### config.mk
export PLATFORM = sky130hd
export DESIGN_NAME = i2c_controller
export DESIGN_NICKNAME = d
export VERILOG_FILES = /design/src/rtl/i2c_controller.sv
export SDC_FILE = /design/constraint.sdc
export NUM_CORES = 1
export LEC_CHECK = 0
export ABC_AREA = 0
export BUFFER_PORTS_ARGS = -buffer_cell sky130_fd_sc_hd__buf_2
export CORE_UTILIZATION = 40
export CTS_CLUSTER_DIAMETER = 30
export CTS_CLUSTER_SIZE = 25
export DETAILED_ROUTE_END_ITERATION = 8
export PLACE_DENSITY = 0.66
export SLEW_MARGIN = 0
export SYNTH_ARGS = -nofsm -noshare
export SYNTH_HDL_FRONTEND = slang
export SYNTH_SLANG_ARGS = --single-unit
### constraint.sdc
create_clock -name clk -period 3.25 [get_ports clk]
set_input_delay 0.65 -clock clk [delete_from_list [all_inputs] [get_ports clk]]
set_output_delay 0.65 -clock clk [all_outputs]
set_load 0.005 [all_outputs]
### src/rtl/i2c_controller.sv
// Byte-level I2C initiator: executes START/WRITE/READ/STOP commands as open-drain SCL/SDA
// sequences of four quarters each, honouring responder clock stretching in Q1.
module i2c_controller #(
   parameter int unsigned CLK_DIV = 25
) (
   input  logic       clk,
   input  logic       rst_n,
   input  logic       cmd_valid,
   output logic       cmd_ready,
   input  logic [1:0] cmd,
   input  logic [7:0] cmd_data,
   input  logic       cmd_ack,
   output logic       rsp_valid,
   output logic [7:0] rsp_data,
   output logic       rsp_nack,
   output logic       busy,
   input  logic       scl_i,
   input  logic       sda_i,
   output logic       scl_o,
   output logic       sda_o
);
   typedef enum logic [1:0] {ST_IDLE, ST_START, ST_BIT, ST_STOP} state_t;

   localparam logic [1:0] CMD_START = 2'd0;
   localparam logic [1:0] CMD_WRITE = 2'd1;
   localparam logic [1:0] CMD_READ  = 2'd2;
   localparam logic [1:0] CMD_STOP  = 2'd3;
   localparam logic [9:0] Q_LAST    = 10'(CLK_DIV - 1);

   logic [1:0] scl_sync_q, sda_sync_q;
   logic       scl_s, sda_s;
   state_t     state_q, state_d;
   logic [1:0] quarter_q, quarter_d;
   logic [9:0] cnt_q, cnt_d;
   logic [1:0] settle_q, settle_d;
   logic [3:0] slot_q, slot_d;
   logic [1:0] op_q, op_d;
   logic [8:0] tx_q, tx_d;
   logic [8:0] rx_q, rx_d;
   logic       scl_q, scl_d, sda_q, sda_d;
   logic       rsp_valid_q, rsp_valid_d;
   logic [7:0] rsp_data_q, rsp_data_d;
   logic       rsp_nack_q, rsp_nack_d;
   logic       busy_q, busy_d;
   logic       accept, q_end, done;

   assign scl_s     = scl_sync_q[1];
   assign sda_s     = sda_sync_q[1];
   assign cmd_ready = (state_q == ST_IDLE);
   assign accept    = cmd_valid & cmd_ready;
   assign scl_o     = scl_q;
   assign sda_o     = sda_q;
   assign rsp_valid = rsp_valid_q;
   assign rsp_data  = rsp_data_q;
   assign rsp_nack  = rsp_nack_q;
   assign busy      = busy_q;

   // Q1 first waits two cycles for released SCL to reach scl_s, then counts only while SCL is high
   always_comb begin
      if (quarter_q == 2'd1) q_end = (settle_q == 2'd2) && scl_s && (cnt_q == Q_LAST);
      else                   q_end = (cnt_q == Q_LAST);
      done = (state_q != ST_IDLE) && q_end && (quarter_q == 2'd3) &&
             ((state_q != ST_BIT) || (slot_q == 4'd8));
   end

   always_ff @(posedge clk or negedge rst_n) begin
      if (!rst_n) begin
         scl_sync_q  <= 2'b11;
         sda_sync_q  <= 2'b11;
         state_q     <= ST_IDLE;
         quarter_q   <= 2'd0;
         cnt_q       <= 10'd0;
         settle_q    <= 2'd0;
         slot_q      <= 4'd0;
         scl_q       <= 1'b1;
         sda_q       <= 1'b1;
         rsp_valid_q <= 1'b0;
         rsp_data_q  <= 8'h00;
         rsp_nack_q  <= 1'b0;
         busy_q      <= 1'b0;
      end else begin
         scl_sync_q  <= {scl_sync_q[0], scl_i};
         sda_sync_q  <= {sda_sync_q[0], sda_i};
         state_q     <= state_d;
         quarter_q   <= quarter_d;
         cnt_q       <= cnt_d;
         settle_q    <= settle_d;
         slot_q      <= slot_d;
         scl_q       <= scl_d;
         sda_q       <= sda_d;
         rsp_valid_q <= rsp_valid_d;
         rsp_data_q  <= rsp_data_d;
         rsp_nack_q  <= rsp_nack_d;
         busy_q      <= busy_d;
      end
   end

   always_ff @(posedge clk) begin
      op_q <= op_d;
      tx_q <= tx_d;
      rx_q <= rx_d;
   end

   always_comb begin
      state_d   = state_q;
      quarter_d = quarter_q;
      cnt_d     = cnt_q;
      settle_d  = settle_q;
      slot_d    = slot_q;
      if (state_q == ST_IDLE) begin
         if (accept) begin
            case (cmd)
               CMD_START: state_d = ST_START;
               CMD_STOP:  state_d = ST_STOP;
               default:   state_d = ST_BIT;
            endcase
            quarter_d = 2'd0;
            cnt_d     = 10'd0;
            settle_d  = 2'd0;
            slot_d    = 4'd0;
         end
      end else if (q_end) begin
         cnt_d     = 10'd0;
         settle_d  = 2'd0;
         quarter_d = quarter_q + 2'd1;
         if (quarter_q == 2'd3) begin
            if (done) state_d = ST_IDLE;
            else      slot_d  = slot_q + 4'd1;
         end
      end else if ((quarter_q == 2'd1) && ((settle_q != 2'd2) || !scl_s)) begin
         if (settle_q != 2'd2) settle_d = settle_q + 2'd1;
      end else begin
         cnt_d = cnt_q + 10'd1;
      end
   end

   always_comb begin
      scl_d       = scl_q;
      sda_d       = sda_q;
      op_d        = op_q;
      tx_d        = tx_q;
      rx_d        = rx_q;
      rsp_valid_d = done;
      rsp_data_d  = rsp_data_q;
      rsp_nack_d  = rsp_nack_q;
      busy_d      = busy_q;
      if (accept) begin
         op_d = cmd;
         tx_d = (cmd == CMD_READ) ? {8'hFF, cmd_ack} : {cmd_data, 1'b1};
      end
      if ((state_q == ST_BIT) && q_end) begin
         if (quarter_q == 2'd2) rx_d = {rx_q[7:0], sda_s};
         if (quarter_q == 2'd3) tx_d = {tx_q[7:0], 1'b1};
      end
      if (done) begin
         case (state_q)
            ST_START: busy_d = 1'b1;
            ST_STOP:  busy_d = 1'b0;
            ST_BIT: begin
               if (op_q == CMD_WRITE) rsp_nack_d = rx_q[0];
               else                   rsp_data_d = rx_q[8:1];
            end
            default: ;
         endcase
      end
      // Line levels are registered on the edge that enters each quarter
      if ((state_d != ST_IDLE) && (accept || ((state_q != ST_IDLE) && q_end))) begin
         case (state_d)
            ST_START: begin
               case (quarter_d)
                  2'd0:    sda_d = 1'b1;
                  2'd1:    scl_d = 1'b1;
                  2'd2:    sda_d = 1'b0;
                  default: scl_d = 1'b0;
               endcase
            end
            ST_BIT: begin
               case (quarter_d)
                  2'd0: begin
                     scl_d = 1'b0;
                     sda_d = tx_d[8];
                  end
                  2'd1:    scl_d = 1'b1;
                  2'd3:    scl_d = 1'b0;
                  default: ;
               endcase
            end
            ST_STOP: begin
               case (quarter_d)
                  2'd0: begin
                     scl_d = 1'b0;
                     sda_d = 1'b0;
                  end
                  2'd1:    scl_d = 1'b1;
                  2'd2:    sda_d = 1'b1;
                  default: ;
               endcase
            end
            default: ;
         endcase
      end
   end
endmodule
==> results by group <==
Synthesis
  – Predominant post-synthesis flop cell: dfrtp_1
  – Average cell area after synthesis: 10.6 sq um
  – Largest cells by area after synthesis: dfrtp_1, edfxtp_1, dfxtp_1
  – Post-synth EDFFs: 11
  – Distinct cells, synth: 41
  – Mapped Cells: 255
  – Net count after synthesis: 285
  – Yosys warns: 0
  – Async SR Flop Fraction: 0.649
  – Syn Std Cell Area: 2710 sq um
  – Flop and latch count out of synthesis: 57
  – Top-area cell type share of the netlist area: 0.287
  – Seq/Total Area, Yosys: 0.533
  – Post-synth top area cell: dfrtp_1

Final layout
  – Layout Area Growth over Synthesis: 17.2%
  – Nets: 323
  – Fin area: 3170 sq um
  – Most frequent cells in the layout: dfrtp_1, nand2_1, buf_2
  – Final core occ: 0.491
  – Proportion of layout cells with a drive suffix above 1: 0.248
  – Commonest non-fill, non-tap cell in the layout: dfrtp_1
  – Area of the multi-input gates: 1170 sq um
  – FILL cells: 608
  – Register Area: 1440 sq um
  – Antenna cells: 0

Timing
  – Period minus WS final: 3.02 ns
  – Pins Over Slew Limit: 0
  – RSZ-0062 raised after global routing: false
  – Worst hold margin: 0.356 ns
  – Final setup viols: 0
  – Final worst-path cycle share: 0.928
  – Hold Vio Cnt, Final: 0
  – Worst-margin pin slew: 0.827 ns
  – Fmax: 332 MHz
  – Setup Skew: 0.00727 ns
  – Final WS setup: 0.234 ns
  – Slew HR: 0.448
  – Setup TNS: 0 ns

Setup path
  – Crit path arrival time: 3.28 ns
  – Critical Path Source Type: flop
  – Setup crit end kind: flop
  – R2R Setup Slk: 0.23 ns
  – Worst r2r src: cnt_q[6]$_DFFE_PN0P_
  – Worst setup startpoint: cnt_q[6]$_DFFE_PN0P_
  – Critical Path Fanout Max: 6
  – CP Class: reg -> reg
  – Req. time, crit path: 3.51 ns

Detailed routing
  – Via/cell ratio: 5.26
  – DRT Pass-1 Iters: 6
  – Wire per inst: 13.2 um
  – Residual DRC count: 6
  – Post-Route M1 WL: 2.43 mm
  – Routed WL: 4.95 mm
  – Antenna-violating nets left: 0
  – Met2 routed WL: 2.21 mm
  – Routed length on met3: 208 um
  – Initial DRC Count: 105
  – Max layer used: met4
  – Routed vias: 1,973

Floorplan
  – Die Height: 84.3 um
  – Rows: 29
  – Starting Density: 0.419
  – I/O pin cnt: 30
  – Core box area: 6460 sq um
  – Die area: 7100 sq um
  – Chip Width: 84.3 um

Outcome
  – Failing checks: design-rule violations
  – Status: complete, but fails checks

Worst hold path
  – Worst min path class: reg -> reg
  – Worst hold start: sda_sync_q[0]$_DFF_PN1_

Pwr
  – PD cells: 731 nW/um^2
  – Peak VDD IR: 0.475 mV
  – Static Leak: 1.44 nW

Clock network
  – # hold bufs at CTS: 0
  – Clk slew on worst S/H paths: 0.06 ns
  – Clock root cell: clkbuf_8
  – CTS tree: built
  – H-Tree Depth: 3
  – CTS Buf Count: 9
  – Worst-Skew Late Latency: 0.33 ns
  – Clock Sinks: 57
  – Clk buf depth: 2

Placed design
  – Placed cell areas: 2950 sq um
  – Detailed Place HPWL: 3.43 mm
  – DP Worst Slack: 0.0291 ns
  – Port bufs: 29
  – Gpl congestion: 0.817

Global route
  – GRT Overall Usage: 0.159
  – GRT Residual Overflow: 0
  – First-pass GRT wire length: 8.64 mm
  – Number of global-route vias before repair: 1,838
  – Largest net degree at the start of global routing: 38
  – Initial antenna violation count: 0

Run
  – Max-cap viol count: 0
[worst max-delay path, stage by stage, from the launching register on]
cell      delay (ns)
dfrtp_1         0.42
or4_4           0.58
nor4_4          0.35
a21oi_1         0.17
nand2_1         0.09
o21a_1          0.20
inv_1           0.07
ha_1            0.22
nor3_1          0.18
a211oi_1        0.07
o21ai_0         0.23
mux2_2          0.36
[kinds of logic (layout without fill, tap and decap cells)]
| group | count (synthesis) | after routing | share of synthesized area |
|---|---|---|---|
| buffers and inverters | 25 | 68 | 0.0356 |
| AO/OA/AOI/OAI | 43 | 43 | 0.103 |
| adder cells (fa/ha/maj) | 14 | 14 | 0.0647 |
| AND/OR/NAND/NOR | 95 | 95 | 0.184 |
| flip-flops | 57 | 57 | 0.533 |
| XOR/XNOR | 7 | 7 | 0.0226 |
| multiplexers | 14 | 14 | 0.0568 |
[layer usage]
| layer | GRT usage | vias to the layer above |
|---|---|---|
| met5 | 0 | - |
| met4 | 0.0799 | 0 |
| met3 | 0.0560 | 7 |
| met2 | 0.232 | 45 |
| met1 | 0.209 | 953 |
| li1 | - | 968 |
[stage by stage]
stage	instances	total power [mW]
2_1_floorplan	255	1.46
3_3_place_gp	358	1.60
3_5_place_dp	358	1.62
4_1_cts	374	2.33
5_1_grt	375	2.50
6_report	375	2.32
[registers in the layout (all words and copies together) (netlist names)]
name / flops
rx_q: 9
sda_sync_q: 2
rsp_valid: 1
op_q: 2
state_q: 2
busy: 1
rsp_nack: 1
scl_sync_q: 2
sda_o: 1
scl_o: 1
slot_q: 4
settle_q: 2
quarter_q: 2
tx_q: 9
cnt_q: 10
rsp_data: 8
[final timing paths]
path / to / cells after the start
max: scl_o$_DFFE_PN1P_ / 11
min: sda_sync_q[1]$_DFF_PN1_ / 0
max reg2reg: scl_o$_DFFE_PN1P_ / 11
min reg2reg: sda_sync_q[1]$_DFF_PN1_ / 0
max in group asynchronous: rsp_nack$_DFFE_PN0P_ / 1
min in group asynchronous: cnt_q[3]$_DFFE_PN0P_ / 1
[layout make-up]
type                    count  share of cell area
clock buffers               9              0.0390
clock inverters             7              0.0268
inverters                  18              0.0213
multi-input cells         173               0.370
flip-flops and latches     57               0.455
well taps                  77              0.0304
repair buffers             34              0.0575
[Yosys cell counts, drive strengths merged (6+ instances only)]
library cell,count
o21ai,25
nand2,29
mux2,11
ha,14
inv,18
dfstp,6
a21oi,9
xor2,6
or3,11
nand4,6
nand3,9
nor2,15
edfxtp,11
dfrtp,31
dfxtp,9
[report_power, final]
| part | internal [mW] | switching, mW | leakage, nW |
|---|---|---|---|
| clock | 0.423 | 0.278 | 0.104 |
| combinational | 0.264 | 0.352 | 0.693 |
| sequential | 0.883 | 0.120 | 0.643 |
[repair_timing]
action	CTS	global route
gates resized for setup	0	3
setup buffers	0	1
setup endpoints to repair	0	2
No activity file was read; power rests on OpenSTA's default activity.
